--- src/rtl/clk_gate_ctrl_pkg.sv ---
`default_nettype none
// ============================================================================
// Module      : clk_gating_pkg
// Description : Shared state type and defaults for the clock-gating controller.
// Revision    : 1.0 - initial release
// ============================================================================
package clk_gating_pkg;

    typedef enum logic [1:0] {
        RUN  = 2'd0,
        OFF  = 2'd1,
        WAKE = 2'd2
    } cg_state_t;

    localparam int C_DEFAULT_IDLE_CYCLES = 8;
    localparam int C_DEFAULT_WAKE_CYCLES = 2;

    // One counter serves both phases, so size it for the longer of the two.
    function automatic int cnt_width(input int idle_cycles, input int wake_cycles);
        int max_v;
        max_v = (idle_cycles > wake_cycles) ? idle_cycles : wake_cycles;
        return $clog2(max_v + 1);
    endfunction

endpackage
`default_nettype wire

--- src/rtl/clk_gate_ctrl_if.sv ---
`default_nettype none
// ============================================================================
// Module      : clk_gate_ctrl_if
// Description : Activity/wake handshake and gate status bundle.
//               Carries force_on when CLK_GATE_CTRL_FORCE_EN is defined.
// Revision    : 1.0 - initial release
// ============================================================================
interface clk_gate_ctrl_if;

    logic busy;
    logic wake_req;
    logic gate_en;
    logic wake_ack;
    logic gated;
`ifdef CLK_GATE_CTRL_FORCE_EN
    logic force_on;
`endif

`ifdef CLK_GATE_CTRL_FORCE_EN
    modport master (
        output busy,
        output wake_req,
        output force_on,
        input  gate_en,
        input  wake_ack,
        input  gated
    );

    modport slave (
        input  busy,
        input  wake_req,
        input  force_on,
        output gate_en,
        output wake_ack,
        output gated
    );
`else
    modport master (
        output busy,
        output wake_req,
        input  gate_en,
        input  wake_ack,
        input  gated
    );

    modport slave (
        input  busy,
        input  wake_req,
        output gate_en,
        output wake_ack,
        output gated
    );
`endif

endinterface
`default_nettype wire

--- src/rtl/clk_gate_ctrl_cnt.sv ---
`default_nettype none
// ============================================================================
// Module      : clk_gate_cnt
// Description : Clearable saturating up-counter with terminal-count compare.
// Revision    : 1.0 - initial release
// ============================================================================
module clk_gate_cnt #(
    parameter int WIDTH = 4
) (
    input  wire logic             clk,
    input  wire logic             rst,
    input  wire logic             clr_i,
    input  wire logic             inc_i,
    input  wire logic [WIDTH-1:0] term_i,
    output logic                  tc_o
);

    logic [WIDTH-1:0] cnt_q;
    logic [WIDTH-1:0] cnt_d;

    always_comb begin
        cnt_d = cnt_q;
        if (clr_i) begin
            cnt_d = '0;
        end else if (inc_i && (cnt_q != '1)) begin
            cnt_d = cnt_q + 1'b1;
        end
    end

    always_ff @(posedge clk) begin
        if (rst) begin
            cnt_q <= '0;
        end else begin
            cnt_q <= cnt_d;
        end
    end

    assign tc_o = (cnt_q == term_i);

endmodule
`default_nettype wire

--- src/rtl/clk_gate_ctrl.sv ---
`default_nettype none
// ============================================================================
// Module      : clk_gate_ctrl
// Description : Enable-side controller for the clock-gating cell: gates after
//               an idle run, restores the clock on request and acknowledges.
//               Optional force_on input via CLK_GATE_CTRL_FORCE_EN.
// Revision    : 1.0 - initial release
// ============================================================================
module clk_gate_ctrl
    import clk_gating_pkg::*;
#(
    parameter int IDLE_CYCLES = C_DEFAULT_IDLE_CYCLES,
    parameter int WAKE_CYCLES = C_DEFAULT_WAKE_CYCLES
) (
    input  wire logic       clk,
    input  wire logic       rst,
    clk_gate_ctrl_if.slave  cg
);

    localparam int CNT_W = cnt_width(IDLE_CYCLES, WAKE_CYCLES);
    localparam logic [CNT_W-1:0] C_IDLE_TERM = CNT_W'(IDLE_CYCLES - 1);
    localparam logic [CNT_W-1:0] C_WAKE_TERM = CNT_W'(WAKE_CYCLES - 1);

    if (IDLE_CYCLES < 1) begin : g_bad_idle
        $error("clk_gate_ctrl: IDLE_CYCLES must be at least 1");
    end
    if (WAKE_CYCLES < 1) begin : g_bad_wake
        $error("clk_gate_ctrl: WAKE_CYCLES must be at least 1");
    end

    cg_state_t        state_q;
    cg_state_t        state_d;
    logic             gate_en_q;
    logic             gate_en_d;
    logic             wake_ack_q;
    logic             wake_ack_d;
    logic             gated_q;
    logic             gated_d;

    logic             w_clr;
    logic             w_inc;
    logic [CNT_W-1:0] w_term;
    logic             w_tc;
    logic             w_idle;
    logic             w_force;

`ifdef CLK_GATE_CTRL_FORCE_EN
    assign w_force = cg.force_on;
`else
    assign w_force = 1'b0;
`endif

    assign w_idle = !cg.busy && !cg.wake_req;

    clk_gate_cnt #(
        .WIDTH (CNT_W)
    ) u_cnt (
        .clk    (clk),
        .rst    (rst),
        .clr_i  (w_clr),
        .inc_i  (w_inc),
        .term_i (w_term),
        .tc_o   (w_tc)
    );

    always_ff @(posedge clk) begin
        if (rst) begin
            state_q    <= RUN;
            gate_en_q  <= 1'b1;
            wake_ack_q <= 1'b0;
            gated_q    <= 1'b0;
        end else begin
            state_q    <= state_d;
            gate_en_q  <= gate_en_d;
            wake_ack_q <= wake_ack_d;
            gated_q    <= gated_d;
        end
    end

    // Every state change clears the shared counter so each phase starts at 0.
    always_comb begin
        state_d = state_q;
        w_clr   = 1'b0;
        w_inc   = 1'b0;
        w_term  = C_IDLE_TERM;
        case (state_q)
            RUN: begin
                if (w_force || !w_idle) begin
                    w_clr = 1'b1;
                end else if (w_tc) begin
                    state_d = OFF;
                    w_clr   = 1'b1;
                end else begin
                    w_inc = 1'b1;
                end
            end
            OFF: begin
                if (cg.busy || cg.wake_req || w_force) begin
                    state_d = WAKE;
                    w_clr   = 1'b1;
                end
            end
            WAKE: begin
                w_term = C_WAKE_TERM;
                if (w_tc) begin
                    state_d = RUN;
                    w_clr   = 1'b1;
                end else begin
                    w_inc = 1'b1;
                end
            end
            default: begin
                state_d = RUN;
                w_clr   = 1'b1;
            end
        endcase
    end

    always_comb begin
        gate_en_d  = (state_d != OFF);
        gated_d    = (state_d == OFF);
        wake_ack_d = (state_d == RUN) && cg.wake_req;
    end

    assign cg.gate_en  = gate_en_q;
    assign cg.wake_ack = wake_ack_q;
    assign cg.gated    = gated_q;

endmodule
`default_nettype wire

--- src/flat_wrapper.sv ---
// flat-port wrapper written by rule: the top's interface ports become plain ports
module clk_gate_ctrl_flat import clk_gating_pkg::*;
#(
    parameter int IDLE_CYCLES = C_DEFAULT_IDLE_CYCLES,
    parameter int WAKE_CYCLES = C_DEFAULT_WAKE_CYCLES
)
  (clk, rst, cg_busy, cg_wake_req, cg_gate_en, cg_wake_ack, cg_gated);
  clk_gate_ctrl_if cg_i ();
  input  wire logic clk;
  input  wire logic rst;
  input wire logic [$bits(cg_i.busy)-1:0] cg_busy;
  input wire logic [$bits(cg_i.wake_req)-1:0] cg_wake_req;
  output wire logic [$bits(cg_i.gate_en)-1:0] cg_gate_en;
  output wire logic [$bits(cg_i.wake_ack)-1:0] cg_wake_ack;
  output wire logic [$bits(cg_i.gated)-1:0] cg_gated;
  assign cg_i.busy = cg_busy;
  assign cg_i.wake_req = cg_wake_req;
  assign cg_gate_en = cg_i.gate_en;
  assign cg_wake_ack = cg_i.wake_ack;
  assign cg_gated = cg_i.gated;
  clk_gate_ctrl #(.IDLE_CYCLES(IDLE_CYCLES), .WAKE_CYCLES(WAKE_CYCLES)) u_core (.clk(clk), .rst(rst), .cg(cg_i));
endmodule
--- config.mk ---
export PLATFORM = sky130hd
export DESIGN_NAME = clk_gate_ctrl_flat
export DESIGN_NICKNAME = d
export VERILOG_FILES = /design/src/rtl/clk_gate_ctrl_pkg.sv /design/src/rtl/clk_gate_ctrl_if.sv /design/src/rtl/clk_gate_ctrl_cnt.sv /design/src/rtl/clk_gate_ctrl.sv /design/src/flat_wrapper.sv
export SDC_FILE = /design/constraint.sdc
export NUM_CORES = 1
export LEC_CHECK = 0
export CAP_MARGIN = 15
export CORE_AREA = 2 2 39 41
export DETAILED_ROUTE_END_ITERATION = 12
export DIE_AREA = 0 0 41 43
export GPL_ROUTABILITY_DRIVEN = 1
export PLACE_DENSITY = 0.62
export SETUP_SLACK_MARGIN = 0.05
export SLEW_MARGIN = 15
export SYNTH_ARGS = -nofsm -noshare
export SYNTH_HDL_FRONTEND = slang
export SYNTH_SLANG_ARGS = --single-unit
--- constraint.sdc ---
create_clock -name clk -period 2 [get_ports clk]
set_input_delay 0.6 -clock clk [delete_from_list [all_inputs] [get_ports clk]]
set_output_delay 0.6 -clock clk [all_outputs]
set_load 0.01 [all_outputs]
==> results of run 1 <==
routing by layer:
metal	wire, microns	part of all wire, %	global-route usage (%)
met5	0	0	0
met1	458	49	17.5
met3	74	7.9	9.42
met4	0	0	4.00
met2	398	43	18.4
cell type report:
type / count / area share, %
clock buffers: 4 / 4.34
inverters: 2 / 1.24
multi-input cells: 40 / 46.7
flip-flops and latches: 9 / 29.8
well taps: 16 / 3.31
repair buffers: 10 / 14.7
registers in the layout, indices dropped and copies added (netlist names):
name	cells
u_core.cg.wake_ack	1
u_core.state_q	2
u_core.cg.gated	1
u_core.cg.gate_en	1
u_core.u_cnt.cnt_q	4
what timing repair did:
action	in CTS	in global routing
endpoints found under the setup margin	1	1
hold endpoints to repair	0	0
resized for setup	1	2
pin swaps	0	1
Yosys cell counts:
library cell / number
sky130_fd_sc_hd__o31ai_1: 1
sky130_fd_sc_hd__o21ai_0: 2
sky130_fd_sc_hd__or3b_1: 1
sky130_fd_sc_hd__nor4bb_1: 1
sky130_fd_sc_hd__o21ba_4: 1
sky130_fd_sc_hd__a21boi_2: 1
sky130_fd_sc_hd__nand2_1: 1
sky130_fd_sc_hd__inv_1: 2
sky130_fd_sc_hd__o211ai_1: 1
sky130_fd_sc_hd__and4bb_2: 1
sky130_fd_sc_hd__or3_4: 1
sky130_fd_sc_hd__mux2i_1: 1
sky130_fd_sc_hd__clkbuf_1: 1
sky130_fd_sc_hd__nand3b_1: 3
sky130_fd_sc_hd__a21oi_1: 5
sky130_fd_sc_hd__nor3_1: 1
sky130_fd_sc_hd__nor4_1: 3
sky130_fd_sc_hd__nor2b_1: 1
sky130_fd_sc_hd__o31a_1: 1
sky130_fd_sc_hd__and3_1: 1
sky130_fd_sc_hd__nand3_1: 1
sky130_fd_sc_hd__nor2_1: 7
sky130_fd_sc_hd__ha_1: 1
sky130_fd_sc_hd__a211oi_1: 1
sky130_fd_sc_hd__dfxtp_1: 9
sky130_fd_sc_hd__or2_2: 1
sky130_fd_sc_hd__or4_1: 2
worst max-delay path, delay by kind of cell:
| kind | cells | cell delay (ns) |
|---|---|---|
| and+or+nand+nor | 2 | 0.79 |
| buffers and inverters | 1 | 0.43 |
| AOI/OAI and AO/OA | 2 | 0.32 |
power breakdown:
| group | total [mW] | internal (mW) | switching, mW |
|---|---|---|---|
| Combinational | 0.0299 | 0.0180 | 0.0119 |
| Clock | 0.142 | 0.0770 | 0.0650 |
| Sequential | 0.181 | 0.181 | 0.000793 |
logic make-up after synthesis:
group,count (synthesis)
mux,1
buf+inv,3
fa+ha+maj,1
compound gates,13
simple gates,25
flops,9
worst max-delay path by stage:
stage | endpoint | slack, ns | depth (start not counted)
after floorplan | u_core.u_cnt.cnt_q[2] | 0.23 | 4
after global routing | u_core.u_cnt.cnt_q[2] | 0.06 | 5
final | u_core.u_cnt.cnt_q[2] | 0.06 | 5
after detailed placement | u_core.u_cnt.cnt_q[2] | -0.26 | 5
after CTS | u_core.u_cnt.cnt_q[2] | 0.07 | 5
after global placement | u_core.u_cnt.cnt_q[2] | -0.21 | 5
per-stage QoR:
stage	instance area, sq um	power, mW
finish	606	0.353
global route	606	0.376
CTS	597	0.361
detailed placement	572	0.216
global placement	572	0.216
floorplan	465	0.197
==> report_table.html, run 1 <==
<table>
<tr><th>Metric</th><th>Value</th></tr>
<tr><th colspan="2">Placed design</th></tr>
<tr><td>Detailed Place HPWL</td><td>679 microns</td></tr>
<tr><td>Post-Place Cells</td><td>between 70 and 80</td></tr>
<tr><td>PortBufs</td><td>6</td></tr>
<tr><td>Post-place setup slack</td><td>-0.263 ns</td></tr>
<tr><td>Global placer's final weighted congestion</td><td>0.795</td></tr>
<tr><th colspan="2">Drt</th></tr>
<tr><td>Routed wire length per instance</td><td>11.5 microns</td></tr>
<tr><td>Routed Wire Length</td><td>about 930 microns</td></tr>
<tr><td>Vias after detailed routing</td><td>~430</td></tr>
<tr><td>Post-detailed-route via-to-cell ratio</td><td>between 5 and 6</td></tr>
<tr><td>Initial DRC count</td><td>6</td></tr>
<tr><td>Antenna-violating nets left</td><td>0</td></tr>
<tr><td>First-pass DRT Iterations</td><td>2</td></tr>
<tr><td>Drt drc</td><td>0</td></tr>
<tr><th colspan="2">Yosys</th></tr>
<tr><td>Distinct cells, synth</td><td>27</td></tr>
<tr><td>Simple-gate share of the synthesized area</td><td>between 30% and 40%</td></tr>
<tr><td>Yosys reg bits</td><td>9</td></tr>
<tr><td>Number of warning messages in the yosys log</td><td>0</td></tr>
<tr><td>Sequential fraction of the synthesis area</td><td>approximately two fifths</td></tr>
<tr><td>Top cell type's share of synthesized area</td><td>38.7%</td></tr>
<tr><td>Ranking of synthesized cells by area</td><td>sky130_fd_sc_hd__dfxtp_1 39%, sky130_fd_sc_hd__nor2_1 5.6%, sky130_fd_sc_hd__a21oi_1 5.4%</td></tr>
<tr><td>Combinational family with the most area after synthesis</td><td>simple AND/OR/NAND/NOR gates</td></tr>
<tr><td>Number of nets produced by synthesis</td><td>between 50 and 60</td></tr>
<tr><td>Adder-cell share of the synthesized area</td><td>2.69%</td></tr>
<tr><td>Combined area of all synthesized cells</td><td>465 sq um</td></tr>
<tr><td>Cell type with the largest total area after synthesis</td><td>sky130_fd_sc_hd__dfxtp_1</td></tr>
<tr><td>Post-synthesis instance total</td><td>52</td></tr>
<tr><td>Multiplexer fraction of the synthesized cell area</td><td>2.15%</td></tr>
<tr><td>Complex-gate fraction of the synthesized area</td><td>20.2%</td></tr>
<tr><td>XOR/XNOR share of the synthesized area</td><td>0%</td></tr>
<tr><td>Mean instance size in the synthesized netlist</td><td>roughly 9.0 sq um</td></tr>
<tr><th colspan="2">Die</th></tr>
<tr><td>Count of boundary I/O pins</td><td>7</td></tr>
<tr><td>Placeable core region</td><td>1380 sq um</td></tr>
<tr><td>Die area</td><td>approximately 1800 sq um</td></tr>
<tr><td>Die height</td><td>43 microns</td></tr>
<tr><td>Row Count</td><td>14</td></tr>
<tr><td>Horizontal extent of the die</td><td>41 microns</td></tr>
<tr><td>Initial core utilization</td><td>between 30 and 40%</td></tr>
<tr><th colspan="2">Run status</th></tr>
<tr><td>Outcome</td><td>complete, no violations</td></tr>
<tr><th colspan="2">Layout</th></tr>
<tr><td>Share of the core filled with cells</td><td>43.8%</td></tr>
<tr><td>Count of placed standard cells in the final layout, fillers left out</td><td>81</td></tr>
<tr><td>Commonest non-fill, non-tap cell in the layout</td><td>sky130_fd_sc_hd__dfxtp_1</td></tr>
<tr><td>ANT cells</td><td>0</td></tr>
<tr><td>Footprint of the flip-flops and latches</td><td>approximately 180 sq um</td></tr>
<tr><td>Commonest cells after routing, fill and taps aside</td><td>9 x sky130_fd_sc_hd__dfxtp_1, 7 x sky130_fd_sc_hd__nor2_1, 5 x sky130_fd_sc_hd__clkdlybuf4s50_1, 4 x sky130_fd_sc_hd__a21oi_1, 4 x sky130_fd_sc_hd__buf_4</td></tr>
<tr><td>Fill count</td><td>144</td></tr>
<tr><td>Area of combinational cells with multiple inputs</td><td>between 200 and 300 sq um</td></tr>
<tr><td>Share of cells above drive strength 1</td><td>21.5%</td></tr>
<tr><td>Synthesis-to-layout area growth</td><td>30.1%</td></tr>
<tr><td>Final Net Count</td><td>71</td></tr>
<tr><th colspan="2">Global route</th></tr>
<tr><td>Via count of the first global-routing pass</td><td>377</td></tr>
<tr><td>Number of antenna violations at the first check in global routing</td><td>0</td></tr>
<tr><td>Pin count of the biggest net entering global routing</td><td>11</td></tr>
<tr><td>GRT overflow</td><td>0</td></tr>
<tr><td>Wire length of the first global-routing pass</td><td>roughly 1600 microns</td></tr>
<tr><td>Global-route total usage across every layer</td><td>13.8%</td></tr>
<tr><th colspan="2">Setup path</th></tr>
<tr><td>Slowest cell delay on critical path</td><td>0.43 ns</td></tr>
<tr><td>Type of origin of the critical path</td><td>input port</td></tr>
<tr><td>Cells on worst reg2reg path</td><td>5</td></tr>
<tr><td>Library cell contributing the largest single delay on the critical path</td><td>sky130_fd_sc_hd__clkdlybuf4s50_1</td></tr>
<tr><td>Sort of element at the end of the critical path</td><td>flop</td></tr>
<tr><td>Launching element of the worst setup path</td><td>cg_busy</td></tr>
<tr><td>Type of the setup path with the least slack</td><td>in2reg</td></tr>
<tr><td>Arrival time at the worst endpoint</td><td>between 2 and 2.5 ns</td></tr>
<tr><td>CP Max Fanout</td><td>2</td></tr>
<tr><td>Crit Reg-Reg Startpoint</td><td>u_core.u_cnt.cnt_q[1]</td></tr>
<tr><td>Reg2Reg Setup Slack</td><td>0.27 ns</td></tr>
<tr><td>Worst flop-to-flop path endpoint</td><td>u_core.u_cnt.cnt_q[2]</td></tr>
<tr><td>Critical path required time</td><td>2.20 ns</td></tr>
<tr><td>Chain of cells forming the critical path</td><td>clkdlybuf4s50_1, o21ba_4, or3_4, or4_1, a21oi_2</td></tr>
<tr><th colspan="2">Power and ir drop</th></tr>
<tr><td>Pwr per Cell Area</td><td>584 nW/um^2</td></tr>
<tr><td>Leak pwr</td><td>between 0.2 and 0.25 nW</td></tr>
<tr><td>VDD IR-drop max</td><td>0.437 mV</td></tr>
<tr><th colspan="2">Clock network</th></tr>
<tr><td>Clk Tree Root Cell</td><td>sky130_fd_sc_hd__clkbuf_4</td></tr>
<tr><td>Hold_buf cts</td><td>0</td></tr>
<tr><td>Buffers from clock root to sink, at most</td><td>2</td></tr>
<tr><td>CTS tree</td><td>yes</td></tr>
<tr><td>Clock slew at the register clock pins of the worst setup and hold paths</td><td>0.06 ns</td></tr>
<tr><td>Number of clock sinks</td><td>9</td></tr>
<tr><td>Number of CTS-inserted buffers</td><td>3</td></tr>
<tr><td>Post-CTS setup buffer count</td><td>0</td></tr>
<tr><td>Number of H-tree levels</td><td>1</td></tr>
<tr><td>Clk_lat worst skew</td><td>0.26 ns</td></tr>
<tr><th colspan="2">STA</th></tr>
<tr><td>Slew Limit Headroom</td><td>between 70% and 80%</td></tr>
<tr><td>Highest clock frequency the design can meet</td><td>517 MHz</td></tr>
<tr><td>Fin. Hold Viols</td><td>0</td></tr>
<tr><td>Worst setup slack after layout</td><td>approximately 0.064 ns</td></tr>
<tr><td>Post-Route Skew</td><td>0.00172 ns</td></tr>
<tr><td>Total negative setup slack</td><td>0 ns</td></tr>
<tr><td>Number of setup violations in the final report</td><td>0</td></tr>
<tr><td>Crit path time final</td><td>1.94 ns</td></tr>
<tr><td>Number of max-slew violations in the final report</td><td>0</td></tr>
<tr><td>Slew at the pin with the worst max-slew slack</td><td>0.350 ns</td></tr>
<tr><td>Minimum hold slack</td><td>0.542 ns</td></tr>
<tr><td>Final period util</td><td>a little over nine tenths</td></tr>
<tr><td>RSZ-0062 raised after global routing</td><td>false</td></tr>
<tr><th colspan="2">Flow run</th></tr>
<tr><td>Max Cap Violations</td><td>0</td></tr>
<tr><th colspan="2">Hold path</th></tr>
<tr><td>Min-Delay Path Depth</td><td>1</td></tr>
<tr><td>Type of the most critical hold path</td><td>reg2reg</td></tr>
<tr><td>Startpoint of the lowest-slack hold path</td><td>u_core.u_cnt.cnt_q[0]</td></tr>
<tr><td>Worst Hold Path EP</td><td>u_core.u_cnt.cnt_q[0]</td></tr>
</table>
Power figures use the tool's default switching activity.
==> run 2, diff against run 1 <==
--- a/config.mk
+++ b/config.mk
@@ -10,7 +10,7 @@
 export DETAILED_ROUTE_END_ITERATION = 12
 export DIE_AREA = 0 0 41 43
 export GPL_ROUTABILITY_DRIVEN = 1
-export PLACE_DENSITY = 0.62
+export MAX_ROUTING_LAYER = met4
 export SETUP_SLACK_MARGIN = 0.05
 export SLEW_MARGIN = 15
 export SYNTH_ARGS = -nofsm -noshare
==> run 2 against run 1 <==
Final area increased by 2.5%. Via count increased by 7.3%. Critical path depth unchanged. Setup slack improved by 0.018 ns. Clock power increased by 4%. Sequential power about the same. Total power increased by 1.5%. Core utilization increased by 1.1 points. Combinational power increased by 2%. Wire length increased by 4.2%. Worst hold slack got worse by 0.015 ns. Critical path type unchanged. Largest power group unchanged.
==> report_table.html, run 2 (synthesis results as in run 1) <==
<table>
<tr><th>Metric</th><th>Value</th></tr>
<tr><th colspan="2">Setup path</th></tr>
<tr><td>Type of origin of the critical path</td><td>input port (unchanged)</td></tr>
<tr><td>CP Max Fanout</td><td>2 (unchanged)</td></tr>
<tr><td>Sort of element at the end of the critical path</td><td>flop (unchanged)</td></tr>
<tr><td>Critical path required time</td><td>2.21 ns (was 2.20 ns)</td></tr>
<tr><td>Largest delay share family, worst path</td><td>simple AND/OR/NAND/NOR gates (unchanged)</td></tr>
<tr><td>Slowest cell delay on critical path</td><td>0.43 ns (about the same)</td></tr>
<tr><td>Chain of cells forming the critical path</td><td>clkdlybuf4s50_1, o21ba_4, or3_4, or4_4, a21oi_2 (was clkdlybuf4s50_1, o21ba_4, or3_4, or4_1, a21oi_2)</td></tr>
<tr><td>Arrival time at the worst endpoint</td><td>2.13 ns (was 2.14 ns)</td></tr>
<tr><td>Type of the setup path with the least slack</td><td>in2reg (unchanged)</td></tr>
<tr><td>Library cell contributing the largest single delay on the critical path</td><td>sky130_fd_sc_hd__clkdlybuf4s50_1 (unchanged)</td></tr>
<tr><td>Worst Path Buf+Inv</td><td>1 (unchanged)</td></tr>
<tr><th colspan="2">STA</th></tr>
<tr><td>Final period util</td><td>95.9% (was 96.8%)</td></tr>
<tr><td>Post-Route Skew</td><td>0.0108 ns (was 0.00172 ns)</td></tr>
<tr><td>Number of max-slew violations in the final report</td><td>0 (unchanged)</td></tr>
<tr><td>Slew Limit Headroom</td><td>73.4% (was 76.6%)</td></tr>
<tr><td>RSZ-0062 raised after global routing</td><td>false (unchanged)</td></tr>
<tr><td>Number of setup violations in the final report</td><td>0 (unchanged)</td></tr>
<tr><td>Slew at the pin with the worst max-slew slack</td><td>0.397 ns (was 0.350 ns)</td></tr>
<tr><td>Highest clock frequency the design can meet</td><td>521 MHz (was 517 MHz)</td></tr>
<tr><td>Fin. Hold Viols</td><td>0 (unchanged)</td></tr>
<tr><td>Crit path time final</td><td>1.92 ns (was 1.94 ns)</td></tr>
<tr><td>Total negative setup slack</td><td>0 ns (unchanged)</td></tr>
<tr><th colspan="2">Clock network</th></tr>
<tr><td>Clk_lat worst skew</td><td>0.27 ns (was 0.26 ns)</td></tr>
<tr><td>Number of CTS-inserted buffers</td><td>3 (unchanged)</td></tr>
<tr><td>Number of clock sinks</td><td>9 (unchanged)</td></tr>
<tr><td>Clk Tree Root Cell</td><td>sky130_fd_sc_hd__clkbuf_4 (unchanged)</td></tr>
<tr><td>Post-CTS setup buffer count</td><td>0 (unchanged)</td></tr>
<tr><td>Clock slew at the register clock pins of the worst setup and hold paths</td><td>0.07 ns (was 0.06 ns)</td></tr>
<tr><td>Number of H-tree levels</td><td>1 (unchanged)</td></tr>
<tr><td>Buffers from clock root to sink, at most</td><td>2 (unchanged)</td></tr>
<tr><td>Post-CTS Resized</td><td>0 (was 1)</td></tr>
<tr><td>Hold_buf cts</td><td>0 (unchanged)</td></tr>
<tr><td>CTS tree</td><td>yes (unchanged)</td></tr>
<tr><th colspan="2">Layout</th></tr>
<tr><td>Commonest cells after routing, fill and taps aside</td><td>9 x sky130_fd_sc_hd__dfxtp_1, 7 x sky130_fd_sc_hd__nor2_1, 5 x sky130_fd_sc_hd__clkdlybuf4s50_1, 5 x sky130_fd_sc_hd__buf_4, 4 x sky130_fd_sc_hd__a21oi_1 (was 9 x sky130_fd_sc_hd__dfxtp_1, 7 x sky130_fd_sc_hd__nor2_1, 5 x sky130_fd_sc_hd__clkdlybuf4s50_1, 4 x sky130_fd_sc_hd__a21oi_1, 4 x sky130_fd_sc_hd__buf_4)</td></tr>
<tr><td>Count of placed standard cells in the final layout, fillers left out</td><td>82 (was 81)</td></tr>
<tr><td>Final Net Count</td><td>72 (was 71)</td></tr>
<tr><td>Share of cells above drive strength 1</td><td>24.2% (was 21.5%)</td></tr>
<tr><td>Largest register FFs</td><td>4 (unchanged)</td></tr>
<tr><td>ANT cells</td><td>0 (unchanged)</td></tr>
<tr><td>Fill count</td><td>151 (was 144)</td></tr>
<tr><td>Largest registers</td><td>u_core.u_cnt.cnt_q: 4 flops, u_core.state_q: 2 flops (unchanged)</td></tr>
<tr><td>Commonest non-fill, non-tap cell in the layout</td><td>sky130_fd_sc_hd__dfxtp_1 (unchanged)</td></tr>
<tr><td>Synthesis-to-layout area growth</td><td>33.3% (was 30.1%)</td></tr>
<tr><td>Most flops, register</td><td>u_core.u_cnt.cnt_q (unchanged)</td></tr>
<tr><th colspan="2">Drt</th></tr>
<tr><td>Drt drc</td><td>0 (unchanged)</td></tr>
<tr><td>Antenna-violating nets left</td><td>0 (unchanged)</td></tr>
<tr><td>Post-detailed-route via-to-cell ratio</td><td>5.57 (was 5.26)</td></tr>
<tr><td>Vias after detailed routing</td><td>457 (was 426)</td></tr>
<tr><td>Routed wire length per instance</td><td>11.8 microns (was 11.5 microns)</td></tr>
<tr><td>Initial DRC count</td><td>5 (was 6)</td></tr>
<tr><td>Routed Wire Length</td><td>970 microns (was 931 microns)</td></tr>
<tr><td>First-pass DRT Iterations</td><td>4 (was 2)</td></tr>
<tr><th colspan="2">Power and ir drop</th></tr>
<tr><td>Pwr per Cell Area</td><td>578 nW/um^2 (was 584 nW/um^2)</td></tr>
<tr><td>VDD IR-drop max</td><td>0.341 mV (was 0.437 mV)</td></tr>
<tr><td>Leak pwr</td><td>0.221 nW (was 0.206 nW)</td></tr>
<tr><td>Total power after layout</td><td>0.359 mW (was 0.353 mW)</td></tr>
<tr><th colspan="2">Global route</th></tr>
<tr><td>Via count of the first global-routing pass</td><td>401 (was 377)</td></tr>
<tr><td>Global-route total usage across every layer</td><td>14.4% (was 13.8%)</td></tr>
<tr><td>Pin count of the biggest net entering global routing</td><td>11 (unchanged)</td></tr>
<tr><td>Wire length of the first global-routing pass</td><td>1630 microns (was 1580 microns)</td></tr>
<tr><td>Number of antenna violations at the first check in global routing</td><td>0 (unchanged)</td></tr>
<tr><td>GRT overflow</td><td>0 (unchanged)</td></tr>
<tr><th colspan="2">Die</th></tr>
<tr><td>Count of boundary I/O pins</td><td>7 (unchanged)</td></tr>
<tr><td>Initial core utilization</td><td>33.6% (unchanged)</td></tr>
<tr><td>Placeable core region</td><td>1380 sq um (unchanged)</td></tr>
<tr><td>Horizontal extent of the die</td><td>41 microns (unchanged)</td></tr>
<tr><td>Die area</td><td>1760 sq um (unchanged)</td></tr>
<tr><td>Die height</td><td>43 microns (unchanged)</td></tr>
<tr><td>Row Count</td><td>14 (unchanged)</td></tr>
<tr><th colspan="2">Placed design</th></tr>
<tr><td>Detailed Place HPWL</td><td>702 microns (was 679 microns)</td></tr>
<tr><td>PortBufs</td><td>6 (unchanged)</td></tr>
<tr><td>Post-Place Cells</td><td>78 (was 77)</td></tr>
<tr><td>Global placer's final weighted congestion</td><td>0.877 (was 0.795)</td></tr>
<tr><th colspan="2">Flow run</th></tr>
<tr><td>Max Cap Violations</td><td>0 (unchanged)</td></tr>
<tr><th colspan="2">Hold path</th></tr>
<tr><td>Type of the most critical hold path</td><td>reg2reg (unchanged)</td></tr>
<tr><th colspan="2">Run status</th></tr>
<tr><td>Outcome</td><td>complete, no violations (unchanged)</td></tr>
</table>
-- run 2: changes by cell type in the layout (fill, tap and decap cells not counted), sizes merged --
cell,before,now
buf,4,5
dlygate4sd2,1,0
dlymetal6s2s,0,1
-- run 2: worst reg2reg max path, cell delays in order, from the launching register on --
cell and delay, ns:
sky130_fd_sc_hd__dfxtp_1 0.36, sky130_fd_sc_hd__ha_1 0.22, sky130_fd_sc_hd__and3_1 0.22, sky130_fd_sc_hd__or3_4 0.34, sky130_fd_sc_hd__or4_4 0.42, sky130_fd_sc_hd__a21oi_2 0.12
-- run 2: worst paths after layout --
path,end,start,slack [ns],depth (start not counted)
min,u_core.u_cnt.cnt_q[0],u_core.u_cnt.cnt_q[0],0.53,1
max,u_core.u_cnt.cnt_q[2],cg_busy,0.08,5
max reg2reg,u_core.u_cnt.cnt_q[2],u_core.u_cnt.cnt_q[0],0.27,5
min reg2reg,u_core.u_cnt.cnt_q[0],u_core.u_cnt.cnt_q[0],0.53,1
-- run 2: metal layers --
metal	wire length, microns	share of wire, %	up-vias	GRT usage, %
met5	0	0	-	-
met4	20	2.1	0	8.00
met3	79	8.1	4	6.81
met2	416	43	19	18.4
met1	453	47	211	18.2
li1	-	-	223	-
-- run 2: final cells by class --
type                            instances  area, sq um  area share (%)
Clock buffer                            4         26.3            4.23
Multi-Input combinational cell         40          287            46.2
Sequential cell                         9          180            29.0
Timing Repair Buffer                   11          100            16.1
Inverter                                2         7.51            1.21
Tap cell                               16         20.0            3.23
-- run 2: stage by stage --
stage | instance area [sq um] | utilization [%] | setup WS (ns) | hold WS, ns
final | 621 | 44.8 | 0.0820 | 0.526
after global routing | 621 | 44.8 | 0.0533 | 0.563
after CTS | 606 | 43.8 | 0.0514 | 0.531
after detailed placement | 579 | 41.9 | -0.224 | 0.516
after global placement | 579 | 41.9 | -0.211 | 0.502
after floorplan | 465 | - | 0.234 | 0.463
-- run 2: power breakdown --
part           internal [mW]  switching, mW  total (mW)
registers              0.181       0.000905       0.182
logic                 0.0185         0.0120      0.0304
clock network         0.0771         0.0697       0.147
==> run 3, diff against run 2 <==
--- a/config.mk
+++ b/config.mk
@@ -5,7 +5,7 @@
 export SDC_FILE = /design/constraint.sdc
 export NUM_CORES = 1
 export LEC_CHECK = 0
-export CAP_MARGIN = 15
+export CAP_MARGIN = 5
 export CORE_AREA = 2 2 39 41
 export DETAILED_ROUTE_END_ITERATION = 12
 export DIE_AREA = 0 0 41 43
==> results of run 3 <==
Same layout as run 2: the final DEF is identical, and so are final timing and power.
